--- src/rtl/prog_feeder.sv ---
// Program RAM plus sequencer that plays instruction words into the CPU
// DIN/run/Done handshake, stopping on HALT word, end of memory or timeout.
module prog_feeder #(
  parameter int         DEPTH      = 32,
  parameter int         AW         = 5,
  parameter logic [2:0] IMM_OPCODE = 3'b001,
  parameter logic [8:0] HALT_WORD  = 9'h1FF,
  parameter int         TIMEOUT    = 16
) (
  input  logic          clk,
  input  logic          reset,
  input  logic          start,
  input  logic          wr_en,
  input  logic [AW-1:0] wr_addr,
  input  logic [8:0]    wr_data,
  input  logic          Done,
  output logic [8:0]    DIN,
  output logic          run,
  output logic          busy,
  output logic          halted,
  output logic          error,
  output logic [AW-1:0] pc,
  output logic [7:0]    instr_count
);

  localparam int TW = $clog2(TIMEOUT + 1);

  typedef enum logic [2:0] {
    S_IDLE,
    S_ISSUE,
    S_IMM,
    S_WAIT,
    S_HALT,
    S_ERR
  } state_t;

  state_t        state_q, state_d;
  logic [AW-1:0] pc_q, pc_d;
  logic [7:0]    cnt_q, cnt_d;
  logic [TW-1:0] tmo_q, tmo_d;
  logic [8:0]    mem_q [DEPTH];
  logic [8:0]    cur_w;
  logic [8:0]    imm_w;
  logic [AW:0]   pc_step;
  logic          tmo_hit;

  assign cur_w   = mem_q[pc_q];
  assign imm_w   = mem_q[pc_q + AW'(1)];
  assign tmo_hit = (tmo_q + TW'(1)) == TW'(TIMEOUT);

  always_ff @(posedge clk) begin
    if (reset) begin
      state_q <= S_IDLE;
      pc_q    <= '0;
      cnt_q   <= '0;
      tmo_q   <= '0;
    end else begin
      state_q <= state_d;
      pc_q    <= pc_d;
      cnt_q   <= cnt_d;
      tmo_q   <= tmo_d;
    end
  end

  always_ff @(posedge clk) begin
    if (wr_en && !busy) begin
      mem_q[wr_addr] <= wr_data;
    end
  end

  always_comb begin
    state_d = state_q;
    pc_d    = pc_q;
    cnt_d   = cnt_q;
    tmo_d   = tmo_q;
    pc_step = {1'b0, pc_q}
            + ((state_q == S_IMM) ? (AW+1)'(2) : (AW+1)'(1));
    unique case (state_q)
      S_IDLE, S_HALT, S_ERR: begin
        if (start) begin
          state_d = S_ISSUE;
          pc_d    = '0;
          cnt_d   = '0;
        end
      end
      S_ISSUE: begin
        // the issue cycle itself counts toward the Done budget
        tmo_d = TW'(1);
        if (cur_w == HALT_WORD) begin
          state_d = S_HALT;
        end else if (cur_w[8:6] == IMM_OPCODE) begin
          if (pc_q == AW'(DEPTH - 1)) begin
            state_d = S_ERR;
          end else begin
            state_d = S_IMM;
          end
        end else begin
          state_d = S_WAIT;
        end
      end
      S_IMM, S_WAIT: begin
        if (Done) begin
          if (cnt_q != 8'hFF) begin
            cnt_d = cnt_q + 8'd1;
          end
          if (pc_step > (AW+1)'(DEPTH - 1)) begin
            state_d = S_HALT;
            pc_d    = AW'(DEPTH - 1);
          end else begin
            state_d = S_ISSUE;
            pc_d    = pc_step[AW-1:0];
          end
        end else begin
          tmo_d = tmo_q + TW'(1);
          if (tmo_hit) begin
            state_d = S_ERR;
          end
        end
      end
      default: state_d = S_IDLE;
    endcase
  end

  always_comb begin
    DIN    = '0;
    run    = 1'b0;
    busy   = 1'b0;
    halted = 1'b0;
    error  = 1'b0;
    unique case (state_q)
      S_ISSUE: begin
        busy = 1'b1;
        if (cur_w != HALT_WORD) begin
          DIN = cur_w;
          run = 1'b1;
        end
      end
      S_IMM: begin
        busy = 1'b1;
        DIN  = imm_w;
      end
      S_WAIT:  busy   = 1'b1;
      S_HALT:  halted = 1'b1;
      S_ERR:   error  = 1'b1;
      default: ;
    endcase
  end

  assign pc          = pc_q;
  assign instr_count = cnt_q;

endmodule
--- config.mk ---
export PLATFORM = sky130hd
export DESIGN_NAME = prog_feeder
export DESIGN_NICKNAME = d
export VERILOG_FILES = /design/src/rtl/prog_feeder.sv
export SDC_FILE = /design/constraint.sdc
export NUM_CORES = 1
export LEC_CHECK = 0
export CAP_MARGIN = 20
export CORE_MARGIN = 10
export CORE_UTILIZATION = 60
export CTS_BUF_LIST = sky130_fd_sc_hd__clkbuf_4
export CTS_CLUSTER_DIAMETER = 60
export DETAILED_ROUTE_END_ITERATION = 10
export PLACE_DENSITY = 0.85
export SLEW_MARGIN = 20
export SYNTH_ARGS = -nofsm -noshare
export SYNTH_HDL_FRONTEND = slang
export SYNTH_SLANG_ARGS = --single-unit
export TNS_END_PERCENT = 20
--- constraint.sdc ---
create_clock -name clk -period 3.98 [get_ports clk]
set_input_delay 0.597 -clock clk [delete_from_list [all_inputs] [get_ports clk]]
set_output_delay 0.597 -clock clk [all_outputs]
set_load 0.03 [all_outputs]
==> results of run 1 <==
## flip-flops by register name (all words and copies together), names as in the netlist, named ones only
register / flops
instr_count: 8
mem_q: 288
pc: 5
state_q: 3
tmo_q: 5
## power by group through the flow
| stage | clock network [mW] | registers, mW | logic [mW] |
|---|---|---|---|
| 6_report | 2.58 | 3.72 | 2.27 |
| 5_1_grt | 2.81 | 3.72 | 2.39 |
| 4_1_cts | 2.62 | 3.72 | 2.17 |
| 3_5_place_dp | 0 | 3.79 | 2.07 |
| 3_3_place_gp | 0 | 3.79 | 2.03 |
| 2_1_floorplan | 0 | 3.77 | 1.40 |
## layer usage
layer / part of all wire [%] / wire (um)
met1: 35 / 13700
met3: 12 / 4630
met4: 4.4 / 1730
met2: 48 / 18900
met5: 0.021 / 8
## worst max-delay path: stages (launching register included)
cell and delay, ns:
dfxtp_4 0.39, buf_6 0.13, buf_6 0.13, mux2i_1 0.12, a22oi_1 0.21, a21oi_1 0.10, or4_4 0.54, or4_4 0.57
buf_6 0.14, o41ai_4 0.32, buf_6 0.24, o22ai_2 0.13, buf_6 0.18
## repair_timing
item,CTS,global route
gates resized for setup,39,14
setup buffers,7,7
pin swaps,13,8
endpoints found under the setup margin,10,10
## logic make-up (layout without fill, tap and decap cells)
group                      count (synthesis)  count (layout)  share of synthesized area, %
xor gates and xnor gates                   7               7                         0.409
muxes                                    207             207                          24.5
buffers and inverters                     67             299                          2.47
adders and majority gates                  7               7                         0.635
AOI/OAI and AO/OA                        118             118                          5.19
and+or+nand+nor                          154             154                          5.56
DFF                                      314             314                          61.2
other                                      0               1                             0
## through the flow
step	total power, mW	util [%]	setup WS, ns	hold slack, ns	setup TNS (ns)
after global placement	5.82	66.9	-0.150	0.481	-0.150
after global routing	8.92	71.9	-0.648	0.383	-6.06
after detailed placement	5.86	66.9	-0.222	0.490	-0.222
after CTS	8.51	71.5	-0.539	0.503	-4.76
after floorplan	5.16	-	0.158	0.461	0
final	8.57	71.9	-0.567	0.394	-5.17
## cells in the final DEF (no fill, tap or decap), drive strengths merged, types with 24 or more instances in the layout
cell type | netlist | final
clkbuf | 24 | 105
clkinv | 0 | 25
buf | 33 | 125
edfxtp | 288 | 288
a21oi | 33 | 33
mux4 | 128 | 128
clkdlybuf4s50 | 0 | 29
nor2 | 52 | 52
dfxtp | 26 | 26
o22ai | 24 | 24
a22oi | 33 | 33
mux2i | 77 | 77
## worst min path at each step
stage	endpoint	slack, ns
floorplan	tmo_q[4]$_SDFFE_PP0P_	0.46
global placement	instr_count[6]$_SDFFE_PP0P_	0.48
detailed placement	tmo_q[4]$_SDFFE_PP0P_	0.49
CTS	tmo_q[4]$_SDFFE_PP0P_	0.50
global route	mem_q[27][4]$_DFFE_PP_	0.38
finish	mem_q[24][3]$_DFFE_PP_	0.39
## area by class of cell
cell class,instances,share of cell area [%]
flip-flops and latches,314,52.2
multi-input cells,493,31.7
repair buffers,154,8.11
clock buffers,105,4.48
well taps,324,2.31
clock inverters,30,0.932
inverters,10,0.214
diodes,1,0.0142
==> reports/qor.txt, run 1 <==
Startpoint types: register
Total GRT Usage: 24.8%
Internal power: 6.07 mW
Final #Nets: 1079
R2R depth: 12
Setup crit end: DIN[4]
Cts bufs inserted: 80
Antenna-violating nets left: 0
First-pass GRT wire length: 58900 um
Final WL: 39000 um
Combinational share of power: 26.5%
Final Cycle Share: 114%
Hold WC Path Type: in -> reg
GRT met2 Usage: 39.0%
CTS root buffer: clkbuf_4
Clock Path Buffers: 3
Worst setup EP type: output pin
Worst vdd ir: 0.365 mV
Post-synthesis async set-or-reset flop share: 0%
CP Data Arrival Time: 3.95 ns
Layout cell share with drive strength beyond 1: 37.3%
Initial Util: 61.3%
Flip-flop and latch area: 0.00918 mm2
DP Wirelength: 26000 um
Clock power share: 30.2%
Worst path required time: 3.38 ns
Clock-pin slew on the worst setup and hold paths: 0.08 ns
Core area: 0.0245 mm2
Vias per cell: 6.78
CTS sink cnt: 314
Design Area, Final: 0.0176 mm2
Drt pass-1 iters: 5
Violated checks: setup timing
Largest net degree at the start of global routing: 77
CTS Hold Bufs: 0
Min-Delay Path Depth: 1
Synthesized area per cell: 17.1 um2
Vias in the first global route: 10100
Global placement routability congestion: 0.910
EDFF count, synth: 288
Minimum clock period: 4.55 ns
Residual DRC count: 0
1st-iter DRT viols: 1234
Placed instance area: 0.0164 mm2
Part of the power in registers: 43.3%
RSZ-0062 raised after global routing: yes
Clock skew: 0.0364 ns
Sw frac: 29.2%
Most frequent cell after synthesis: edfxtp_1
Grt ovf: 0
Average wire per standard cell: 27.2 um
WS Path Type: reg -> out
I/O pin count: 45
Largest area contributor in the netlist: edfxtp_1
Register-to-register setup slack: 0.68 ns
Worst-Skew Late Latency: 0.74 ns
Die Width: 178 um
CTS H-tree lvls: 3
Placed insts: 1282
CTS tree: built
FP Rows: 57
Max Freq: 220 MHz
Share of the yosys chip area belonging to registers: 61.2%
Distinct cells, synth: 56
GR Layer Usage met3: 7.44%
Area share of the largest cell type after synthesis: 57.7%
Area grow syn2layout: 17.3%
Area occupied by multi-input gates: 0.00558 mm2
Die height: 178 um
Post-Synthesis Cells: 874
Worst r2r dst: state_q[0]$_SDFFE_PP0P_
Die ar.: 0.0317 mm2
Post-Syn Area: 0.0150 mm2
Power per standard cell area: 488 mW/mm2
Syn Nets: 900
Synth Register Bits: 314
Top_reg_cell synth: edfxtp_1
Leak: 5.65 nW
Final setup fails: 10
Finished Layout Cells: 1431
Top cells by area, synth: edfxtp_1, mux4_2, mux2i_1, dfxtp_1, a22oi_1
Port Buf Inserts: 44
Run status: finished, violations left
Rel. slew slack: 30.6%
Hold_sp: wr_data[3]
Slew Viols, Final: 0
Worst Path Max Fanout: 8
YS warnings: 0
Worst Tran Pin Value: 1.04 ns
Sw Pwr: 2.51 mW
Synth cell count leaders: edfxtp_1, mux4_2, mux2i_1
Most Crowded Layer GR: met2
Layout fillers: 1488
Initial antenna violation count: 2
Total of max-cap violations: 0
Final Hold Violating Endpoints: 0
DR vias: 9698
Met1 Use GR: 30.8%
PnR worst setup slack: -0.567 ns
(Power assumes the default switching activity.)
==> run 2: changes to the inputs <==
- clock period: 3.98 -> 5.72 ns (I/O delays scaled with it)
==> reports/qor.txt, run 2 (synthesized netlist as in run 1, its figures left out) <==
Run status: finished, final reports clean
End of the worst hold path: tmo_q[4]$_SDFFE_PP0P_
CTS root buffer: clkbuf_4
Clock Path Buffers: 3 (unchanged)
Most flop-heavy register: mem_q
Finished Layout Cells: 1332 (-6.9%)
Final setup fails: 0 (-10)
Residual DRC count: 0 (unchanged)
I/O pin count: 45 (unchanged)
FP Rows: 57 (unchanged)
Rel. slew slack: 24.2% (-6.3 points)
1st-iter DRT viols: 1336 (+8.3%)
Cts bufs inserted: 76 (-5.0%)
Vias in the first global route: 9528 (-5.5%)
Leak: 5.08 nW (-10%)
Drt pass-1 iters: 7 (+2)
CTS H-tree lvls: 3 (unchanged)
Max Freq: 184 MHz
Final WL: 37300 um (-4.3%)
Startpoint types: register
Die ar.: 0.0317 mm2 (unchanged)
RSZ-0062 raised after global routing: no
Worst r2r dst: state_q[0]$_SDFFE_PP0P_
CP peak stage delay: 0.97 ns (+0.40 ns)
Crit path cell chain: buf_4, mux2i_1, a22oi_1, a21oi_1, nor4_1, or2b_1, o311ai_0, o21ai_0, clkdlybuf4s50_1
Register-to-register setup slack: 2.03 ns (+1.35 ns)
Final #Nets: 979 (-9.3%)
WHS: 0.508 ns (+0.113 ns)
Grt ovf: 0 (unchanged)
Worst-Skew Late Latency: 0.71 ns (-0.03 ns)
Post-CTS setup buffers: 0 (-7)
DP Wirelength: 24000 um (-7.7%)
CTS tree: built
CTS sink cnt: 314 (unchanged)
Slew Viols, Final: 0 (unchanged)
CTS Hold Bufs: 0 (unchanged)
Die Width: 178 um (unchanged)
Power per standard cell area: 346 mW/mm2 (-29%)
Pre-CTS setup slack: 0.997 ns (+1.22 ns)
Layout cell share with drive strength beyond 1: 31.7% (-5.6 points)
Worst Path Max Fanout: 57 (+49)
Worst vdd ir: 0.327 mV (-10%)
CP Data Arrival Time: 4.58 ns (+0.63 ns)
Minimum clock period: 5.44 ns
Total GRT Usage: 23.7% (-1.1 points)
Final Cycle Share: 95.1%
Leading cell type in the layout, fill and taps excluded: edfxtp_1
Final Hold Violating Endpoints: 0 (unchanged)
Clock skew: 0.0237 ns (-0.0127 ns)
WS Path Type: reg -> out
Initial antenna violation count: 1 (-1)
Most frequent cells in the layout: edfxtp_1, mux4_2, clkbuf_4
Port Buf Inserts: 44 (unchanged)
Clock-pin slew on the worst setup and hold paths: 0.07 ns (about the same)
Area grow syn2layout: 11.0%
Post-CTS resize count: 0 (-100%)
Worst Tran Pin Value: 1.13 ns (+0.0949 ns)
Global placement routability congestion: 0.872 (-4.2%)
Fin Setup TNS: 0 ns (+5.17 ns)
Hold WC Path Type: reg -> reg
Core area: 0.0245 mm2 (unchanged)
Max FFs per register: 288 (unchanged)
R2R depth: 9 (-3)
Initial Util: 61.3% (unchanged)
DR vias: 9333 (-3.8%)
Hold_sp: tmo_q[4]$_SDFFE_PP0P_
First-pass GRT wire length: 56000 um (-4.9%)
Die height: 178 um (unchanged)
Total of max-cap violations: 0 (unchanged)
Worst setup EP type: output pin
Antenna-violating nets left: 0 (unchanged)
Max stage delay cell, worst path: dfxtp_4
PnR worst setup slack: 0.282 ns (+0.849 ns)
Worst path required time: 4.86 ns (+1.48 ns)
Placed insts: 1199 (-6.5%)
Largest net degree at the start of global routing: 68 (-12%)
Vias per cell: 7.01 (+3.4%)
Min-Delay Path Depth: 1 (unchanged)
Post-layout util: 68.0% (-3.9 points)
Average wire per standard cell: 28.0 um (+2.9%)
==> run 2: cell count changes in the layout (fill, tap and decap cells not counted), moves of 4 or more <==
cell and change:
nor2_2 +23, o22ai_2 -5, clkbuf_4 +6, nor2_1 -23, a21oi_1 +4, buf_12 -12
buf_6 -16, clkdlybuf4s50_1 +4, clkinv_2 -4, clkinv_1 -5, o22ai_1 +7, buf_4 -70
a21oi_2 -4
==> run 2: layout make-up <==
| type | instances | area, um2 |
|---|---|---|
| clock inverter | 21 | 120 |
| multi-input combinational | 493 | 5540 |
| fill | 1585 | 7830 |
| tap | 324 | 405 |
| clock buffer | 111 | 833 |
| timing repair buffer | 58 | 510 |
| sequential | 314 | 9180 |
| antenna | 1 | 2.50 |
| inverter | 10 | 37.5 |
==> run 2: how the worst max path moves through the flow <==
stage,start,endpoint,slack (ns),depth (start not counted)
global placement,register,DIN[8],0.99,8
CTS,register,DIN[8],0.29,9
global route,register,DIN[8],0.06,9
detailed placement,register,DIN[8],1.0,9
floorplan,pc[1]$_SDFFE_PP0P_,DIN[0],1.43,8
finish,register,DIN[8],0.28,9
==> run 2: critical path, delay by kind of cell, from the launching register on <==
family                 cells  cell delay (ns)
AND/OR/NAND/NOR            2             0.99
AO/OA/AOI/OAI              4             0.82
flip-flops                 1             0.97
multiplexers               1             0.10
buffers and inverters      2             0.97
==> run 2: power by group <==
| group | total [mW] | internal (mW) | leakage [nW] | switching, mW |
|---|---|---|---|---|
| clock network | 1.81 | 0.937 | 0.566 | 0.876 |
| logic | 1.31 | 0.610 | 1.71 | 0.702 |
| registers | 2.62 | 2.55 | 2.80 | 0.0738 |
| total | 5.75 | 4.10 | 5.08 | 1.65 |
==> run 2: per-stage QoR <==
| step | total power [mW] | instance area, um2 |
|---|---|---|
| floorplan | 3.59 | 15000 |
| global placement | 3.94 | 15600 |
| CTS | 5.75 | 16600 |
| global route | 5.97 | 16600 |
| detailed placement | 3.96 | 15700 |
| finish | 5.75 | 16600 |
==> run 2: layer usage <==
metal  vias up  GRT usage, %  part of all wire [%]
li1       3856             -                     -
met5         -             0                     0
met3       125          6.34                    12
met4         0          11.7                   4.1
met1      4686          30.3                    36
met2       666          37.2                    48
